File: config.mk
export PLATFORM = sky130hd
export DESIGN_NAME = sr_cmd_encoder
export DESIGN_NICKNAME = d
export VERILOG_FILES = /design/src/rtl/sr_cmd_pkg.sv /design/src/rtl/sr_pulse_timer.sv /design/src/rtl/sr_cmd_encoder.sv
export SDC_FILE = /design/constraint.sdc
export NUM_CORES = 1
export LEC_CHECK = 0
export CORE_AREA = 2 2 39 41
export CTS_CLUSTER_DIAMETER = 200
export DETAILED_ROUTE_END_ITERATION = 6
export DIE_AREA = 0 0 41 43
export PLACE_DENSITY = 0.65
export SETUP_SLACK_MARGIN = 0.3
export SYNTH_ARGS = -nofsm -noshare
export SYNTH_HDL_FRONTEND = slang
export SYNTH_SLANG_ARGS = --single-unit
File: constraint.sdc
create_clock -name clk -period 4.1 [get_ports clk]
set_clock_uncertainty 0.15 [all_clocks]
set_input_delay 0.82 -clock clk [delete_from_list [all_inputs] [get_ports clk]]
set_output_delay 0.82 -clock clk [all_outputs]
set_load 0.05 [all_outputs]
File: src/rtl/sr_cmd_pkg.sv
// Shared types and defaults for the SR flip-flop command encoder.
// Latency: n/a (declarations only).
// Backpressure: n/a (declarations only).
package sr_cmd_pkg;

  typedef enum logic [2:0] {
    IDLE,
    DRIVE,
    SETTLE,
    CHECK,
    FAULT
  } sr_enc_state_t;

  localparam int DEF_PULSE_CYCLES  = 1;
  localparam int DEF_SETTLE_CYCLES = 1;
  localparam int DEF_MAX_RETRY     = 2;

  // Larger of two interval lengths; sizes the shared pulse/settle timer.
  function automatic int sr_max(input int a, input int b);
    return (a > b) ? a : b;
  endfunction

endpackage

File: src/rtl/sr_pulse_timer.sv
// Loadable down-counter with a zero flag, shared by the DRIVE and SETTLE intervals.
// Latency: a load of N reports zero N cycles later; a load of 0 reports zero immediately.
// Backpressure: none; the counter free-runs down to zero and holds there.
module sr_pulse_timer #(
  parameter int W = 1
) (
  input  logic         clk,
  input  logic         reset,
  input  logic         load,
  input  logic [W-1:0] load_val,
  output logic         zero
);

  logic [W-1:0] count;

  // Load takes priority; otherwise count down and saturate at zero.
  always_ff @(posedge clk or posedge reset) begin
    if (reset) begin
      count <= '0;
    end else if (load) begin
      count <= load_val;
    end else if (count != '0) begin
      count <= count - W'(1);
    end
  end

  assign zero = (count == '0);

endmodule

File: src/rtl/sr_cmd_encoder.sv
// Turns a requested bit into a legal S or R pulse, verifies Q/Qbar, retries, and faults when retries run out.
// Latency: done arrives PULSE_CYCLES+SETTLE_CYCLES+1 cycles after acceptance; each retry adds the same amount.
// Backpressure: req_ready is high only in IDLE, so there is no queuing. Optional macro SR_CMD_ENCODER_SKIP_EN skips writes that are already satisfied.
module sr_cmd_encoder
  import sr_cmd_pkg::*;
#(
  parameter int PULSE_CYCLES  = DEF_PULSE_CYCLES,
  parameter int SETTLE_CYCLES = DEF_SETTLE_CYCLES,
  parameter int MAX_RETRY     = DEF_MAX_RETRY
) (
  input  logic clk,
  input  logic reset,
  input  logic req_valid,
  input  logic req_data,
  output logic req_ready,
  output logic S,
  output logic R,
  input  logic q_fb,
  input  logic qbar_fb,
  output logic done,
  output logic err,
  input  logic err_clr
);

  localparam int TW = $clog2(sr_max(PULSE_CYCLES, SETTLE_CYCLES) + 1);
  localparam int RW = (MAX_RETRY > 0) ? $clog2(MAX_RETRY + 1) : 1;

  localparam logic [TW-1:0] PULSE_LOAD  = TW'(PULSE_CYCLES - 1);
  localparam logic [TW-1:0] SETTLE_LOAD = TW'(SETTLE_CYCLES - 1);
  localparam logic [RW-1:0] RETRY_LIMIT = RW'(MAX_RETRY);

  sr_enc_state_t   state, state_nxt;
  logic            target, target_nxt;
  logic [RW-1:0]   retry, retry_nxt;
  logic            s_nxt, r_nxt, done_nxt, err_nxt;
  logic            accept, fb_ok, skip;
  logic            timer_load, timer_zero;
  logic [TW-1:0]   timer_val;

  assign req_ready = (state == IDLE);
  assign accept    = req_valid && req_ready;

  // Q==Qbar never matches target and ~target together, so an illegal cell state fails here.
  assign fb_ok = (q_fb == target) && (qbar_fb == ~target);

`ifdef SR_CMD_ENCODER_SKIP_EN
  assign skip = (q_fb == req_data) && (qbar_fb == ~req_data);
`else
  assign skip = 1'b0;
`endif

  // Reload the timer on entry into each timed interval; a retry re-enters DRIVE from CHECK.
  assign timer_load = ((state_nxt == DRIVE)  && (state != DRIVE)) ||
                      ((state_nxt == SETTLE) && (state != SETTLE));
  assign timer_val  = (state_nxt == DRIVE) ? PULSE_LOAD : SETTLE_LOAD;

  sr_pulse_timer #(
    .W(TW)
  ) u_timer (
    .clk      (clk),
    .reset    (reset),
    .load     (timer_load),
    .load_val (timer_val),
    .zero     (timer_zero)
  );

  // State register.
  always_ff @(posedge clk or posedge reset) begin
    if (reset) begin
      state <= IDLE;
    end else begin
      state <= state_nxt;
    end
  end

  // Next-state selection.
  always_comb begin
    state_nxt = state;
    unique case (state)
      IDLE:    if (accept) state_nxt = skip ? IDLE : DRIVE;
      DRIVE:   if (timer_zero) state_nxt = SETTLE;
      SETTLE:  if (timer_zero) state_nxt = CHECK;
      CHECK: begin
        if (fb_ok)                    state_nxt = IDLE;
        else if (retry < RETRY_LIMIT) state_nxt = DRIVE;
        else                          state_nxt = FAULT;
      end
      FAULT:   if (err_clr) state_nxt = IDLE;
      default: state_nxt = IDLE;
    endcase
  end

  // Next values for the registered outputs; S and R share one target bit, so they are never both high.
  always_comb begin
    target_nxt = accept ? req_data : target;
    retry_nxt  = retry;
    if (accept) begin
      retry_nxt = '0;
    end else if ((state == CHECK) && (state_nxt == DRIVE)) begin
      retry_nxt = retry + RW'(1);
    end
    s_nxt    = (state_nxt == DRIVE) &&  target_nxt;
    r_nxt    = (state_nxt == DRIVE) && !target_nxt;
    done_nxt = ((state == CHECK) && fb_ok) || (accept && skip);
    err_nxt  = (state_nxt == FAULT);
  end

  // Output and datapath registers.
  always_ff @(posedge clk or posedge reset) begin
    if (reset) begin
      target <= 1'b0;
      retry  <= '0;
      S      <= 1'b0;
      R      <= 1'b0;
      done   <= 1'b0;
      err    <= 1'b0;
    end else begin
      target <= target_nxt;
      retry  <= retry_nxt;
      S      <= s_nxt;
      R      <= r_nxt;
      done   <= done_nxt;
      err    <= err_nxt;
    end
  end

endmodule
# After elaboration in Yosys (flattened, before gate mapping)
# Index checks and enable logic that the tools add are counted.
# op_classes
mux	12
n_eq_ne	11
reduce_logical	12
bitwise_logic	1
order_cmp	1
n_addsub	2
# ops
cell	count
3-bit two-way mux	6
3-bit one-hot mux with 5 select lines	1
3-bit by 2-bit == test with 1-bit output (second input constant)	3
1-bit logical AND	8
3-bit by 1-bit == test with 1-bit output (second input constant)	2
3-bit == test (second input constant)	2
2-bit two-way mux	2
3-bit zero test	1
1-bit two-way mux	3
3-bit by 1-bit inequality test with 1-bit output (second input constant)	1
3-bit by 2-bit inequality test with 1-bit output (second input constant)	1
2-bit by 1-bit adder with 2-bit output (second input constant)	1
1-bit == test	2
2-bit less-than comparator (second input constant)	1
2-bit nonzero test	1
1-bit zero test	1
1-bit logical OR	1
1-bit NOT	1
1-bit subtractor (second input constant)	1
# word_totals
reg_bits	11
out_inout_bits	5
input_bits	7

# Depth between registers and ports, before layout
# Gate-level depths: netlist of the first run.
# logic_depth
depth_word	9
depth_mapped	4
mapped_depth_nobuf	3

# Hierarchy
# From an unflattened synthesis of the first run, not the netlist that was laid out.
# hier_totals
hier_cells	53
area_unflattened_um2	588.1
# modules_own_cells
module	area_each_um2	seq_area_each_um2	cells_each	instances
sr_cmd_encoder	549.3	250.2	49	1
sr_pulse_timer	38.8	25.0	4	1

# Worst setup path before layout of the first run
# OpenSTA, ideal clock, no wires.
# synth_path
path_kind	register to output
start	register state[0]
end	output req_ready
slack_ps	1552
n_path_buf	1
path_stages_with_launch	3
t_arrival_ps	1578
path_cell_list	dfrtp_1 > clkbuf_2 > nor3_1
# synth_via
elab_chain_cells	1
# synth_rtl
element	line	source
start, declared	sr_cmd_encoder.sv:32	sr_enc_state_t state, state_nxt;
start signal, assigned	sr_cmd_encoder.sv:72	state <= state_nxt;
3-bit zero test	sr_cmd_encoder.sv:40	assign req_ready = (state == IDLE);
end, declared	sr_cmd_encoder.sv:15	output logic req_ready,
# Every way passes these cells.

# Worst setup path in the final report of the first run
# layout_path
start	register state[2]
end	output req_ready
# The elaborated chain is that of the path after synthesis.

==> results of run 1 <==
-- worst max path at each step --
stage | slack (ns) | from | endpoint | cells after the start
floorplan | 1.55 | state[0] | req_ready | 2
global placement | 1.70 | state[2] | req_ready | 2
detailed placement | 1.69 | state[0] | req_ready | 2
CTS | 1.41 | state[2] | req_ready | 2
global route | 1.32 | state[2] | req_ready | 2
finish | 1.41 | state[2] | req_ready | 2
-- critical path, delay by kind of cell (launching register included) --
family / cells / cell delay [ns]
and+or+nand+nor: 1 / 0.20
buffers and inverters: 1 / 0.82
DFF: 1 / 0.45
-- placed cells by master, fill, tap and decap left out, types with 2 or more instances in the layout --
master	count
clkdlybuf4s50_1	11
dfrtp_1	10
nand2_1	5
clkbuf_4	3
nor4b_1	2
a31o_1	2
nor2_1	2
a21oi_1	2
inv_1	2
-- state kept, by name (all words and copies together) (netlist names) --
name and cells:
retry 2, R 1, target 1, state 3, S 1, done 1, err 1
-- final cells by class --
type                       count  area, um^2  share of cell area
sequential                    10       250.2              0.4016
multi-input combinational     29       212.7              0.3414
timing repair buffer          11       110.1              0.1767
clock buffer                   3       22.52             0.03614
tap                           16       20.02             0.03213
inverter                       2       7.507             0.01205
-- power by group --
part	internal [W]	total [W]	switching, W
clock network	0.0000337	0.0000631	0.0000294
registers	0.000138	0.000181	0.0000431
logic	0.0000934	0.000210	0.000117
total	0.000265	0.000455	0.000189
-- layer usage --
metal  up-vias  global-route usage
met5         -                   0
met4         0              0.1200
met3         4             0.04712
met2         9              0.1594
met1       163              0.1443
li1        183                   -
-- metrics by stage --
| step | hold WS [ns] | cell area [um^2] | utilization |
|---|---|---|---|
| after CTS | 0.3275 | 623.1 | 0.4503 |
| after floorplan | 0.2940 | 480.5 | - |
| after global placement | 0.3155 | 600.6 | 0.4340 |
| after detailed placement | 0.3157 | 600.6 | 0.4340 |
| final | 0.3238 | 623.1 | 0.4503 |
| after global routing | 0.3653 | 623.1 | 0.4503 |
-- logic make-up after synthesis --
logic type             count (synthesis)  synth area share
AO/OA/AOI/OAI                          8            0.1250
XOR/XNOR                               1           0.01823
buffers and inverters                  4           0.03644
flip-flops                            10            0.5208
multiplexers                           1           0.02083
AND/OR/NAND/NOR                       19            0.2786
==> results by group, run 1 <==
Worst setup path
  – Largest stage delay on the critical path: 0.82 ns
  – Worst r2r path cells: 3
  – CP max FO: 8
  – Critical path type: flip-flop to output pin
  – CP endpoint kind: output pin
  – R2R Path Start: target
  – Worst Path Arrival: 1.72 ns
  – R2R Path End: state[2]
  – CP required: 3.13 ns
  – FF-to-FF setup slack: 2.62 ns
  – Slowest CP cell: clkdlybuf4s50_1
  – Worst-path cell chain: nor3_1 -> clkdlybuf4s50_1
  – Worst setup SP type: flip-flop

Synthesis
  – Synth top area share: 0.5208
  – Synthesis-stage register bit count: 10
  – Ranking of synthesized cells by instance count: dfrtp_1 (10), nand2_1 (5)
  – Sequential-to-total area share from yosys stat: 0.5208
  – Fraction of registers with async set/reset: 1.000
  – Syn Area/Cell: 11.17 um^2
  – Most common cell in the netlist: dfrtp_1
  – Synth top area cells: dfrtp_1 (52%), nand2_1 (3.9%), a31o_1 (3.6%)
  – Post-synth net total: 50
  – Number of synthesized flops with an enable pin: 0
  – Post-synthesis cell count: 43
  – Post-synthesis cell type count: 25
  – Area leader, netlist: dfrtp_1
  – Post-synth top flop: dfrtp_1
  – Synthesis Warnings: 0
  – Synthesized cell area: 480.5 um^2

Die
  – Starting Density: 0.3472
  – Full die area: 0.001763 mm^2
  – Die Wd: 41 um
  – CORE AREA: 0.001384 mm^2
  – Die Span Y: 43 um
  – Cell Rows: 14
  – Ports: 12

Power and ir drop
  – Cell Pwr Density: 729.5 mW/mm^2
  – Lkg Pwr: 0.2784 nW
  – Max VDD drop: 0.2498 mV
  – Total chip power: 0.0004546 W

Hold path
  – Hold_sp: retry[0]
  – Hold crit path type: flip-flop to flip-flop
  – Hold Crit Endpoint: retry[0]
  – Cells on Worst Hold Path: 1

Clocking
  – H-tree depth: 1
  – CTS tree: built
  – Clock sink count: 10
  – Clock buffer count from CTS: 3
  – Setup bufs post-CTS: 0
  – Worst skew pair latency: 0.26 ns
  – Clock slew at reported path FFs: 0.06 ns
  – Hold_buf cts: 0
  – Root buf cell: clkbuf_4
  – Clk buf depth: 2
  – CTS resizes: 0

Finish
  – Layout cell share with drive strength beyond 1: 0.1455
  – Layout area overhead: 29.69%
  – Antenna Cells: 0
  – Final nets: 64
  – Layout fillers: 148
  – Non-filler instance count after layout: 71

Route
  – WL met1: 392 um
  – WL/cell: 11.42 um
  – Met3 Wirelength: 33 um
  – DR pass1 iterations: 3
  – Routed wl met2: 347 um
  – Max Used Layer: met4
  – Post-route ant nets: 0
  – Vias per inst: 5.056
  – WL final: 811 um
  – Via count: 359
  – Drt drc: 0
  – DR iter-0 viols: 8

Timing
  – Worst-Margin Slew: 0.4876 ns
  – Setup-failing EPs final: 0
  – Peak Freq: 371.8 MHz
  – Rel. slew slack: 0.6739
  – RSZ-0062 raised after global routing: false
  – Tmin final: 2.690 ns
  – Max-slew violation count: 0
  – Final Hold Vio Count: 0
  – Setup TNS Final: 0 ns
  – Final WS setup: 1.410 ns
  – Final Cycle Share: 0.6561

Placed design
  – Inst Count DP: 68
  – Port Buf Inserts: 11
  – Setup WS pre-CTS: 1.687 ns
  – Placed wire-length estimate: 623.4 um
  – Final GP Congestion: 0.7471

Global routing
  – Gr usage total: 0.1231
  – Vias in the first global route: 342
  – Largest net degree at the start of global routing: 11
  – Initial antenna violation count: 0
  – First-pass GRT wire length: 1352 um
  – GRT overflow: 0

Outcome
  – Status: completed

Flow run
  – Max Cap Violations: 0
(Power assumes the default switching activity.)
==> run 2: changes to the inputs <==
==> constraint.sdc (replaced) <==
create_clock -name clk -period 2.7 [get_ports clk]
set_clock_uncertainty 0.15 [all_clocks]
set_input_delay 0.54 -clock clk [delete_from_list [all_inputs] [get_ports clk]]
set_output_delay 0.54 -clock clk [all_outputs]
set_load 0.05 [all_outputs]
==> results by group, run 2 (same netlist as run 1, synthesis figures left out) <==
Flow run
  – Max Cap Violations: 0 (unchanged)

Worst setup path
  – CP required: 2.01 ns (-1.12 ns)
  – Worst setup SP type: flip-flop
  – CP endpoint kind: output pin
  – CP max FO: 8 (unchanged)
  – Slowest CP cell: dlygate4sd2_1
  – Largest stage delay on the critical path: 0.54 ns (-0.28 ns)
  – Critical path type: flip-flop to output pin
  – Worst-path cell chain: nor3_1 -> dlygate4sd2_1
  – R2R Path Start: target
  – Worst Path Arrival: 1.43 ns (-0.29 ns)
  – Worst r2r path cells: 3 (unchanged)
  – Critical path origin: state[2]

Clocking
  – H-tree depth: 1 (unchanged)
  – Clk buf depth: 2 (unchanged)
  – Clock buffer count from CTS: 3 (unchanged)
  – Clock sink count: 10 (unchanged)
  – Clock slew at reported path FFs: 0.06 ns (about the same)
  – Worst skew pair latency: 0.26 ns (about the same)
  – Root buf cell: clkbuf_4
  – Setup bufs post-CTS: 0 (unchanged)
  – CTS tree: built

Finish
  – Non-filler instance count after layout: 71 (unchanged)
  – Multi-input gate area: 212.7 um^2 (unchanged)
  – Reg area: 250.2 um^2 (unchanged)
  – Commonest cells after routing, fill and taps aside: dfrtp_1 (10), clkdlybuf4s50_1 (10), nand2_1 (5), clkbuf_4 (3)
  – Antenna Cells: 0 (unchanged)
  – Largest register by flop count: state
  – Max reg flops: 3 (unchanged)
  – Final nets: 64 (unchanged)
  – Top flop regs: state x3, retry x2
  – Layout cell share with drive strength beyond 1: 0.1455 (unchanged)
  – Layout area overhead: 29.43%
  – Layout fillers: 147 (-0.68%)
  – Core Util, Final: 0.4494 (-0.0009040)

Route
  – DR pass1 iterations: 3 (unchanged)
  – WL/cell: 11.44 um (+0.12%)
  – DR iter-0 viols: 8 (unchanged)
  – Drt drc: 0 (unchanged)
  – Vias per inst: 5.056 (unchanged)
  – Via count: 359 (unchanged)
  – WL final: 812 um (+0.12%)
  – Post-route ant nets: 0 (unchanged)

Timing
  – Rel. slew slack: 0.6739 (unchanged)
  – Max-slew violation count: 0 (unchanged)
  – Setup-failing EPs final: 0 (unchanged)
  – Peak Freq: 472.4 MHz
  – Setup TNS Final: 0 ns (unchanged)
  – Tmin final: 2.117 ns
  – Final Cycle Share: 0.7840
  – Worst-Margin Slew: 0.4876 ns (unchanged)
  – RSZ-0062 raised after global routing: false
  – Final Hold Vio Count: 0 (unchanged)

Power and ir drop
  – Max VDD drop: 0.3793 mV (+52%)
  – Lkg Pwr: 0.2815 nW (+1.1%)
  – P_sw: 0.0002871 W (+52%)
  – Net Sw Frac: 0.4198 (+0.003138)
  – Comb power frac: 0.458 (-0.005)
  – Cell-internal power: 0.0003969 W (+50%)
  – Seq pwr share: 0.402 (+0.003)
  – Clk network pwr share: 0.140 (about the same)
  – Total chip power: 0.0006839 W (+50%)
  – Cell Pwr Density: 1100 mW/mm^2 (+51%)

Global routing
  – Met3 GRT Util: 0.04712 (unchanged)
  – Met2 GRT Util: 0.1594 (unchanged)
  – Largest net degree at the start of global routing: 11 (unchanged)
  – Vias in the first global route: 342 (unchanged)
  – Met1 Use GR: 0.1443 (unchanged)
  – First-pass GRT wire length: 1352 um (unchanged)
  – Gr usage total: 0.1231 (unchanged)
  – Initial antenna violation count: 0 (unchanged)
  – GRT overflow: 0 (unchanged)
  – GRT Max-Usage Layer: met2

Die
  – Die Span Y: 43 um (unchanged)
  – CORE AREA: 0.001384 mm^2 (unchanged)
  – Die Wd: 41 um (unchanged)
  – Full die area: 0.001763 mm^2 (unchanged)
  – Cell Rows: 14 (unchanged)
  – Starting Density: 0.3472 (unchanged)
  – Ports: 12 (unchanged)

Outcome
  – Status: completed

Hold path
  – Cells on Worst Hold Path: 1 (unchanged)
  – Hold_sp: retry[0]
  – Hold crit path type: flip-flop to flip-flop

Placed design
  – Port Buf Inserts: 11 (unchanged)
  – Inst Count DP: 68 (unchanged)
  – Final GP Congestion: 0.7471 (unchanged)
  – Placed wire-length estimate: 623.4 um (unchanged)
[run 2: cell count changes in the layout (fill, tap and decap cells not counted)]
cell / delta
dlygate4sd2_1: +1
clkdlybuf4s50_1: -1
[run 2: worst paths after layout]
path | to | slack [ns]
worst max-delay path | req_ready | 0.58
worst min-delay path | retry[0] | 0.32
worst max register to register | state[2] | 1.22
worst min register to register | retry[0] | 0.32
max in group asynchronous | state[1] | 1.72
min in group asynchronous | S | 0.41
[run 2: per-layer routing]
metal  wire length, um  vias up
met5                 0        -
met4                38        0
met3                33        4
met2               349        9
met1               390      163
li1                  -      183
[run 2: worst max-delay path, delay by kind of cell, from the launching register on]
kind	cells	cell delay, ns
flip-flops	1	0.44
buffers and inverters	1	0.54
AND/OR/NAND/NOR	1	0.19
[run 2: power groups by stage]
| stage | logic [W] | clock network [W] | registers (W) |
|---|---|---|---|
| after floorplan | 0.000210 | 0 | 0.000305 |
| after global placement | 0.000325 | 0 | 0.000274 |
| after detailed placement | 0.000322 | 0 | 0.000277 |
| after CTS | 0.000316 | 0.0000993 | 0.000274 |
| after global routing | 0.000342 | 0.000109 | 0.000283 |
| final | 0.000313 | 0.0000959 | 0.000275 |
[run 2: cell type report]
cell class	count	share of cell area
repair buffers	11	0.1750
inverters	2	0.01207
well taps	16	0.03219
multi-input cells	29	0.3421
clock buffers	3	0.03622
flip-flops and latches	10	0.4024
[run 2: per-stage QoR]
stage | hold slack, ns | setup WS (ns) | instance area [um^2]
floorplan | 0.2302 | 0.4324 | 480.5
detailed placement | 0.3157 | 0.5671 | 600.6
finish | 0.3238 | 0.5831 | 621.8
global route | 0.3653 | 0.4926 | 621.8
global placement | 0.3155 | 0.5796 | 600.6
CTS | 0.3275 | 0.5762 | 621.8
[run 2: timing repair]
action / in CTS / in global routing
setup endpoints to repair: 1 / 0
hold buffers: 0 / 0
gates resized for setup: 1 / 0
